==> config.mk <==
export PLATFORM = sky130hd
export DESIGN_NAME = debug_uart_rx
export DESIGN_NICKNAME = d
export VERILOG_FILES = /design/src/rtl/debug_uart_rx.sv
export SDC_FILE = /design/constraint.sdc
export NUM_CORES = 1
export LEC_CHECK = 0
export ABC_AREA = 1
export CAP_MARGIN = 5
export CORE_ASPECT_RATIO = 0.5
export CORE_MARGIN = 5
export CORE_UTILIZATION = 25
export CTS_BUF_LIST = sky130_fd_sc_hd__clkbuf_8
export CTS_CLUSTER_DIAMETER = 100
export DETAILED_ROUTE_END_ITERATION = 8
export PLACE_DENSITY = 0.53
export SKIP_LAST_GASP = 1
export SYNTH_ARGS = -nofsm -noshare
export SYNTH_HDL_FRONTEND = slang
export SYNTH_SLANG_ARGS = --single-unit
==> constraint.sdc <==
create_clock -name clk -period 2 [get_ports clk]
set_input_delay 0.5 -clock clk [delete_from_list [all_inputs] [get_ports clk]]
set_output_delay 0.5 -clock clk [all_outputs]
set_load 0.05 [all_outputs]
==> src/rtl/debug_uart_rx.sv <==
// 8N1 debug-console UART receiver: 2-flop synchronizer, mid-bit sampling,
// single-byte holding register with sticky overrun / framing-error flags.
module debug_uart_rx #(
    parameter int CLK_HZ   = 64_000_000,
    parameter int BIT_RATE = 4_000_000
) (
    input  logic       clk,
    input  logic       rst,
    input  logic       uart_rxd,
    input  logic       rx_read,
    output logic [7:0] rx_data,
    output logic       rx_valid,
    output logic       rx_busy,
    output logic       rx_overrun,
    output logic       rx_frame_err
);
    localparam int CPB  = CLK_HZ / BIT_RATE;
    localparam int HALF = CPB / 2;
    localparam int TW   = (CPB > 1) ? $clog2(CPB) : 1;

    localparam logic [TW-1:0] T_HALF = TW'(HALF - 1);
    localparam logic [TW-1:0] T_LAST = TW'(CPB - 1);

    generate
        if (CPB < 4) begin : g_cpb_check
            $error("debug_uart_rx: CLK_HZ/BIT_RATE must be at least 4");
        end
    endgenerate

    typedef enum logic [2:0] {IDLE, START, DATA, STOP, BREAK} state_t;

    state_t        r_state;
    logic          r_sync1;
    logic          r_rxd_s;
    logic [TW-1:0] r_timer;
    logic [2:0]    r_bitcnt;
    logic [7:0]    r_shift;
    logic [7:0]    r_data;
    logic          r_valid;
    logic          r_busy;
    logic          r_overrun;
    logic          r_ferr;

    logic w_tick;
    logic w_half;

    assign w_tick = (r_timer == T_LAST);
    assign w_half = (r_timer == T_HALF);

    always_ff @(posedge clk) begin
        if (rst) begin
            r_state   <= IDLE;
            r_sync1   <= 1'b1;
            r_rxd_s   <= 1'b1;
            r_timer   <= '0;
            r_bitcnt  <= 3'd0;
            r_shift   <= 8'h00;
            r_data    <= 8'h00;
            r_valid   <= 1'b0;
            r_busy    <= 1'b0;
            r_overrun <= 1'b0;
            r_ferr    <= 1'b0;
        end else begin
            r_sync1 <= uart_rxd;
            r_rxd_s <= r_sync1;
            r_timer <= w_tick ? '0 : r_timer + TW'(1);

            // Clears first; any set-event below in the same cycle overrides them.
            if (rx_read) begin
                r_valid   <= 1'b0;
                r_overrun <= 1'b0;
                r_ferr    <= 1'b0;
            end

            case (r_state)
                IDLE: begin
                    if (!r_rxd_s) begin
                        r_state <= START;
                        r_timer <= '0;
                        r_busy  <= 1'b1;
                    end
                end
                START: begin
                    if (w_half) begin
                        if (r_rxd_s) begin
                            r_state <= IDLE;
                            r_busy  <= 1'b0;
                        end else begin
                            r_state  <= DATA;
                            r_timer  <= '0;
                            r_bitcnt <= 3'd0;
                        end
                    end
                end
                DATA: begin
                    if (w_tick) begin
                        r_shift  <= {r_rxd_s, r_shift[7:1]};
                        r_bitcnt <= r_bitcnt + 3'd1;
                        if (r_bitcnt == 3'd7) begin
                            r_state <= STOP;
                        end
                    end
                end
                STOP: begin
                    // Leaving mid-stop-bit lets an immediate next start edge be caught.
                    if (w_tick) begin
                        if (r_rxd_s) begin
                            r_state <= IDLE;
                            r_busy  <= 1'b0;
                            if (!r_valid || rx_read) begin
                                r_data  <= r_shift;
                                r_valid <= 1'b1;
                            end else begin
                                r_overrun <= 1'b1;
                            end
                        end else begin
                            r_ferr  <= 1'b1;
                            r_state <= BREAK;
                        end
                    end
                end
                BREAK: begin
                    if (r_rxd_s) begin
                        r_state <= IDLE;
                        r_busy  <= 1'b0;
                    end
                end
                default: begin
                    r_state <= IDLE;
                    r_busy  <= 1'b0;
                end
            endcase
        end
    end

    assign rx_data      = r_data;
    assign rx_valid     = r_valid;
    assign rx_busy      = r_busy;
    assign rx_overrun   = r_overrun;
    assign rx_frame_err = r_ferr;

endmodule

* After elaboration in Yosys (flattened, before gate mapping)
Cells that the tools add are included.
Widths: inputs -> output; s select.
** Word-level totals
- Register bits after elaboration :: 32
- Bits in latches :: 0
- Bits in writable memories :: 0
- ROM bits :: 0
- Output and inout port bits :: 12
- Word-level logic and storage cells :: 73
- Memories kept :: 0
** Operators by class
- Add/subtract/negate cells :: 2
- Multipliers :: 0
- Div/mod/pow operators :: 0
- $lt $le $gt $ge :: 0
- Eq/ne operators :: 14
- Shift operators :: 0
- Muxes and demuxes :: 36
- Bitwise operators :: 1
- Reductions and logical operators :: 9
** Operators by type and width (count)
- $mux 3 :: 10
- $mux 1 :: 18
- $pmux 3 s5 :: 1
- $ne 2x2->1 const B :: 7
- $mux 4 :: 3
- $reduce_and 4->1 :: 3
- $pmux 4 s2 :: 1
- $eq 3x2->1 const B :: 2
- $eq 3x3->1 const B :: 2
- $pmux 3 s2 :: 1
- $reduce_and 6->1 :: 1
- $pmux 1 s5 :: 1
- $add 4x1->4 const B :: 1
- $eq 4x3->1 const B :: 1
- $eq 4x4->1 const B :: 1
- $add 3x1->3 const B :: 1
- $eq 3x1->1 const B :: 1
- $logic_not 3->1 :: 1
- $mux 2 :: 1
- $reduce_and 2->1 :: 1
- $reduce_bool 2->1 :: 1
- $logic_not 1->1 :: 1
- $logic_or 1x1->1 :: 1
- $not 1->1 :: 1

* Logic depth before layout (Yosys ltp)
Gate-level depths: netlist of the first run.
- Depth after elaboration :: 6
- Gate-level depth with buffers :: 9

* Least setup slack after synthesis of the first run
No wires, ideal clock.
- Path type :: register to register
- Start point :: register r_timer[0]
- End point :: register r_data[1] (netlist: rx_data[1])
- Setup time :: 0.116 ns
- Arrival :: 1.243 ns
- Required time :: 1.884 ns
- Slack :: 0.641 ns
- Cell stages (with the launch flop) :: 9
- Buffers on the path :: 0
- Cell sequence :: dfxtp_1 ha_1 nand3_2 inv_1 nand3_4 nor2_8 inv_2 nor2_1 nor2_1
** On the way
- Longest elaborated chain between the ends :: 2
** RTL lines
- from (decl) :: line 35 : logic [TW-1:0] r_timer;
- from (signal assigned) :: line 66 : r_timer <= w_tick ? '0 : r_timer + TW'(1);
- $eq 4x4->1 :: line 47 : assign w_tick = (r_timer == T_LAST);
- $reduce_and 4->1 (no line)
- to (signal assigned) :: line 111 : r_data <= r_shift;
- to (decl) :: line 38 : logic [7:0] r_data;
No other way between the ends.
A chain may end at the register's enable or synchronous reset.

* Worst setup path in the final report of the first run
- Start point :: register r_data[4] (netlist: rx_data[4])
- End point :: output port rx_data[4]
** RTL lines
- to (decl) :: line 11 : output logic [7:0] rx_data,
No word-level cell between the ends.

==> results of run 1 <==
Yosys cell counts:
cell      count  area (um^2)
clkbuf_1      2         7.51
nand3_2       1         10.0
or2_2         2         12.5
nor3_1        1         5.00
mux2_2        1         11.3
ha_1          3         37.5
nor2_1       41          154
nand2_1      21         78.8
inv_1        15         56.3
dfxtp_1      32          641
nor2_8        1         20.0
a31oi_1       1         6.26
buf_6         1         11.3
o21ai_0      19         95.1
a21oi_1      11         55.1
nand2_2       1         6.26
buf_4         1         7.51
inv_2         1         3.75
nand3_4       1         17.5
xnor2_1       1         8.76
nor2_2        3         18.8
nand3_1      11         55.1
nor2_4        2         22.5
a311oi_1      1         8.76
final cells by class:
type	instances	share of cell area
clock inverter	3	0.0254
inverter	16	0.0359
clock buffer	5	0.0411
timing repair buffer	18	0.0898
multi-input combinational	122	0.372
tap	70	0.0524
sequential	32	0.383
kinds of logic (layout without fill, tap and decap cells):
| logic type | after synthesis | after routing | synth area share |
|---|---|---|---|
| and+or+nand+nor | 85 | 85 | 0.297 |
| AOI/OAI and AO/OA | 32 | 32 | 0.122 |
| DFF | 32 | 32 | 0.475 |
| buffers and inverters | 20 | 42 | 0.0639 |
| adders and majority gates | 3 | 3 | 0.0278 |
| xor gates and xnor gates | 1 | 1 | 0.00649 |
| muxes | 1 | 1 | 0.00834 |
registers in the layout (all words and copies together), names as in the netlist:
signal,flops
rx_data,8
r_state,3
rx_overrun,1
r_rxd_s,1
r_shift,8
rx_busy,1
r_bitcnt,3
r_sync1,1
r_timer,4
rx_frame_err,1
rx_valid,1
power by group through the flow:
| stage | sequential [mW] | clock (mW) | combinational (mW) |
|---|---|---|---|
| after floorplan | 0.731 | 0 | 0.173 |
| after global placement | 0.715 | 0 | 0.244 |
| after detailed placement | 0.714 | 0 | 0.248 |
| after CTS | 0.700 | 0.637 | 0.247 |
| after global routing | 0.703 | 0.674 | 0.280 |
| final | 0.701 | 0.617 | 0.246 |
final timing paths:
check	slack (ns)	start	endpoint	depth (start not counted)
max	0.09	rx_data[4]	rx_data[4]	1
min	0.42	r_sync1	r_rxd_s	1
max reg2reg	0.39	r_timer[0]	rx_data[0]	8
min reg2reg	0.42	r_sync1	r_rxd_s	1
layer usage:
| metal | vias to the layer above | global-route usage | wire length (um) |
|---|---|---|---|
| met3 | 6 | 0.0271 | 110 |
| met2 | 20 | 0.145 | 1220 |
| met5 | - | 0 | 0 |
| met1 | 510 | 0.104 | 1400 |
| met4 | 0 | 0.0406 | 27 |
| li1 | 602 | - | - |
stage by stage:
step | area, um^2 | hold WS [ns] | utilization | cells
CTS | 1670 | 0.421 | 0.330 | 266
global route | 1670 | 0.443 | 0.330 | 266
detailed placement | 1560 | 0.402 | 0.308 | 258
floorplan | 1350 | 0.389 | - | 174
global placement | 1560 | 0.391 | 0.308 | 258
finish | 1670 | 0.417 | 0.330 | 266
==> qor.yml, run 1 <==
outcome: "complete, no violations"
cts_resized: 0
track_usage: 0.0863
die-area_um2: 7060
cts.clk_slew.worst_paths_ns: 0.07
power_frac_comb: 0.157
gr-total-overflow: 0
synth.distinct_cells: 24
cts_root_buf: "clkbuf_8"
port_buffers: 15
peakVddDrop_v: 0.000278
cts_setup_buffers: 0
drt_wl_total_um: 2760
wl_per_cell_um: 10.4
post_drt_via_cell_ratio: 4.28
cts.sinks: 32
path_cells: "clkdlybuf4s50_1"
clock_latency_ns: 0.28
drtPass1Iterations: 4
place_congestion: 0.825
setup_viol_count_final: 0
grt_setup_unrepaired: "false"
critical_path_buf_inv_count: 1
slew_headroom: 0.667
start_kind: "flip-flop"
powerDensity_nw_per_um2: 935
maxSlewViolCount: 0
die_h_um: 62.0
ctsHoldBuffers: 0
hp-class: "reg2reg"
h-tree-depth: 2
critPathSlowestCell: "clkdlybuf4s50_1"
power.total_mw: 1.56
syn_nets: 181
maxClockFrequency_mhz: 522
max_cap_viol_count: 0
regArea_um2: 641
required_ns: 1.50
drtIter0Drc: 22
pwr-share-seq: 0.448
synth_warnings: 0
die_x_um: 114
end_kind: "primary output"
fin_tns_setup_ns: 0
crit_family: "buffers and inverters"
drcViolationCount: 0
total_leakage_power_nw: 0.767
grt_antenna_before_repair: 0
p_clk_frac: 0.395
drive_gt1_frac: 0.168
path_class: "reg2out"
synth_area_um2: 1350
mostFrequentLayoutCell: "nor2_1"
synth-seq-cells: 32
syn_inst: 174
nets: 202
cp.arrival_ns: 1.41
core_um2: 5070
ys_seq_area_frac: 0.475
vias: 1138
ioPinCount: 16
grt_max_degree: 21
cts_buffer_depth: 2
hold_violations: 0
layout_common_cells: "41 x nor2_1, 32 x dfxtp_1, 21 x nand2_1"
row_count: 18
p_sw_uw: 442
syn_to_final_growth_pct: 23.9
cts_buffers: 5
first_global_vias: 1066
cp_max_fo: 2
finClkSkew_ns: 0.00800
fill_cells: 547
grt_pass1_wl_um: 4780
swShare: 0.283
avgSynthCellArea_um2: 7.76
period_share: 0.957
p_int_mw: 1.12
dp_hpwl_um: 1950
start_util: 0.266
worst_pin_slew_ns: 0.498
n_antenna_cell: 0
min_period_ns: 1.91
multi_input_area_um2: 623
slowest_delay_ns: 0.80
post-place-ws_ns: 0.305
ant_nets: 0
cts_tree: "yes"
final.setup.worst_slack_ns: 0.0850
No activity file was read; power rests on OpenSTA's default activity.
==> inputs of run 2 (changes only) <==
CORE_ASPECT_RATIO = not set   (was 0.5)
==> run 2 against run 1 <==
  * Sequential cell count did not move
  * Clock power rose by 8.8%
  * Total power rose by 3.4%
  * Core utilization fell by 0.14 points
  * Largest power group unchanged
  * Fmax fell by 0.57%
==> qor.yml, run 2 (same netlist as run 1, synthesis figures left out) <==
worst_pin_slew_ns: 0.516
maxClockFrequency_mhz: 519
die-area_um2: 6970
met3WireLength_um: 103
port_buffers: 15
core_um2: 5170
layout_common_cells: "41 x nor2_1, 32 x dfxtp_1, 21 x nand2_1"
h-tree-depth: 2
grt_setup_unrepaired: "false"
drt_wl_total_um: 2810
row_count: 26
first_global_vias: 1121
hold_violations: 0
maxSlewViolCount: 0
outcome: "complete, no violations"
clock_latency_ns: 0.28
multi_input_area_um2: 623
dp_hpwl_um: 2020
post_drt_via_cell_ratio: 4.26
grt_max_degree: 11
r2r_end: "rx_data[4]"
ant_nets: 0
required_ns: 1.50
wl_met2_um: 1210
cts_root_buf: "clkbuf_8"
cts.sinks: 32
worst_hold_path.endpoint: "r_rxd_s"
track_usage: 0.0855
total_leakage_power_nw: 0.778
cp.arrival_ns: 1.43
slew_headroom: 0.655
drtIter0Drc: 35
crit-reg2reg-launch: "r_timer[0]"
grt_antenna_before_repair: 0
end_kind: "primary output"
peakVddDrop_v: 0.000268
start_kind: "flip-flop"
hp-class: "reg2reg"
wl_met1_um: 1440
die_h_um: 83.5
critical_path_buf_inv_count: 1
grt_pass1_wl_um: 4920
place_congestion: 0.780
vias: 1138
n_antenna_cell: 0
cts_buffer_depth: 2
mostFrequentLayoutCell: "nor2_1"
regArea_um2: 641
cts_setup_buffers: 0
powerDensity_nw_per_um2: 951
finClkSkew_ns: 0.00604
setup_viol_count_final: 0
drive_gt1_frac: 0.162
period_share: 0.963
hold_start: "r_sync1"
reg2reg_slack_ns: 0.43
fin_tns_setup_ns: 0
max_cap_viol_count: 0
gr-total-overflow: 0
holdPathStages: 1
min_period_ns: 1.93
path_class: "reg2out"
drcViolationCount: 0
wl_per_cell_um: 10.5
crit_family: "buffers and inverters"
drtPass1Iterations: 4
fill_cells: 558
path_cells: "clkdlybuf4s50_1"
cts_tree: "yes"
nets: 203
placed_cell_area_um2: 1570
r2r_cells: 8
cts.clk_slew.worst_paths_ns: 0.07
syn_to_final_growth_pct: 25.9
slowest_delay_ns: 0.81
fin_area_um2: 1700
cp_max_fo: 2
start_util: 0.261
top_layer: "met4"
ioPinCount: 16
cts_buffers: 5
cts_resized: 0
hold_ws_ns: 0.407
critPathSlowestCell: "clkdlybuf4s50_1"
die_x_um: 83.5
ctsHoldBuffers: 0
==> run 2: how the worst max path moves through the flow <==
stage | cells past startpoint | startpoint | slack, ns | endpoint
6_report | 1 | rx_data[6] | 0.07 | rx_data[6]
3_5_place_dp | 8 | rx_read | 0.28 | rx_data[4]
4_1_cts | 1 | rx_data[6] | 0.06 | rx_data[6]
2_1_floorplan | 8 | r_timer[0] | 0.64 | rx_data[1]
3_3_place_gp | 8 | rx_read | 0.30 | rx_data[1]
5_1_grt | 1 | rx_data[5] | 0.03 | rx_data[5]
==> run 2: layer usage <==
metal | vias up | global-route usage
met5 | - | 0
met4 | 0 | 0.0395
met3 | 6 | 0.0237
met2 | 16 | 0.136
met1 | 513 | 0.107
li1 | 603 | -
==> run 2: per-stage QoR <==
step / util / std cells / power (mW) / setup WS [ns]
floorplan: - / 174 / 0.904 / 0.641
global placement: 0.304 / 259 / 0.963 / 0.299
detailed placement: 0.304 / 259 / 0.964 / 0.284
CTS: 0.329 / 267 / 1.64 / 0.0639
global route: 0.329 / 267 / 1.71 / 0.0326
finish: 0.329 / 267 / 1.62 / 0.0741
==> run 2: cell type report <==
type                            instances  area share
Tap cell                               70      0.0515
Clock inverter                          1      0.0177
Timing Repair Buffer                   19      0.0957
Clock buffer                            7      0.0567
Sequential cell                        32       0.377
Multi-Input combinational cell        122       0.366
Inverter                               16      0.0353
==> run 2: where the power goes <==
group / total [mW] / internal [mW] / switching [mW]
clock network: 0.671 / 0.439 / 0.232
registers: 0.700 / 0.666 / 0.0339
logic: 0.247 / 0.0890 / 0.157
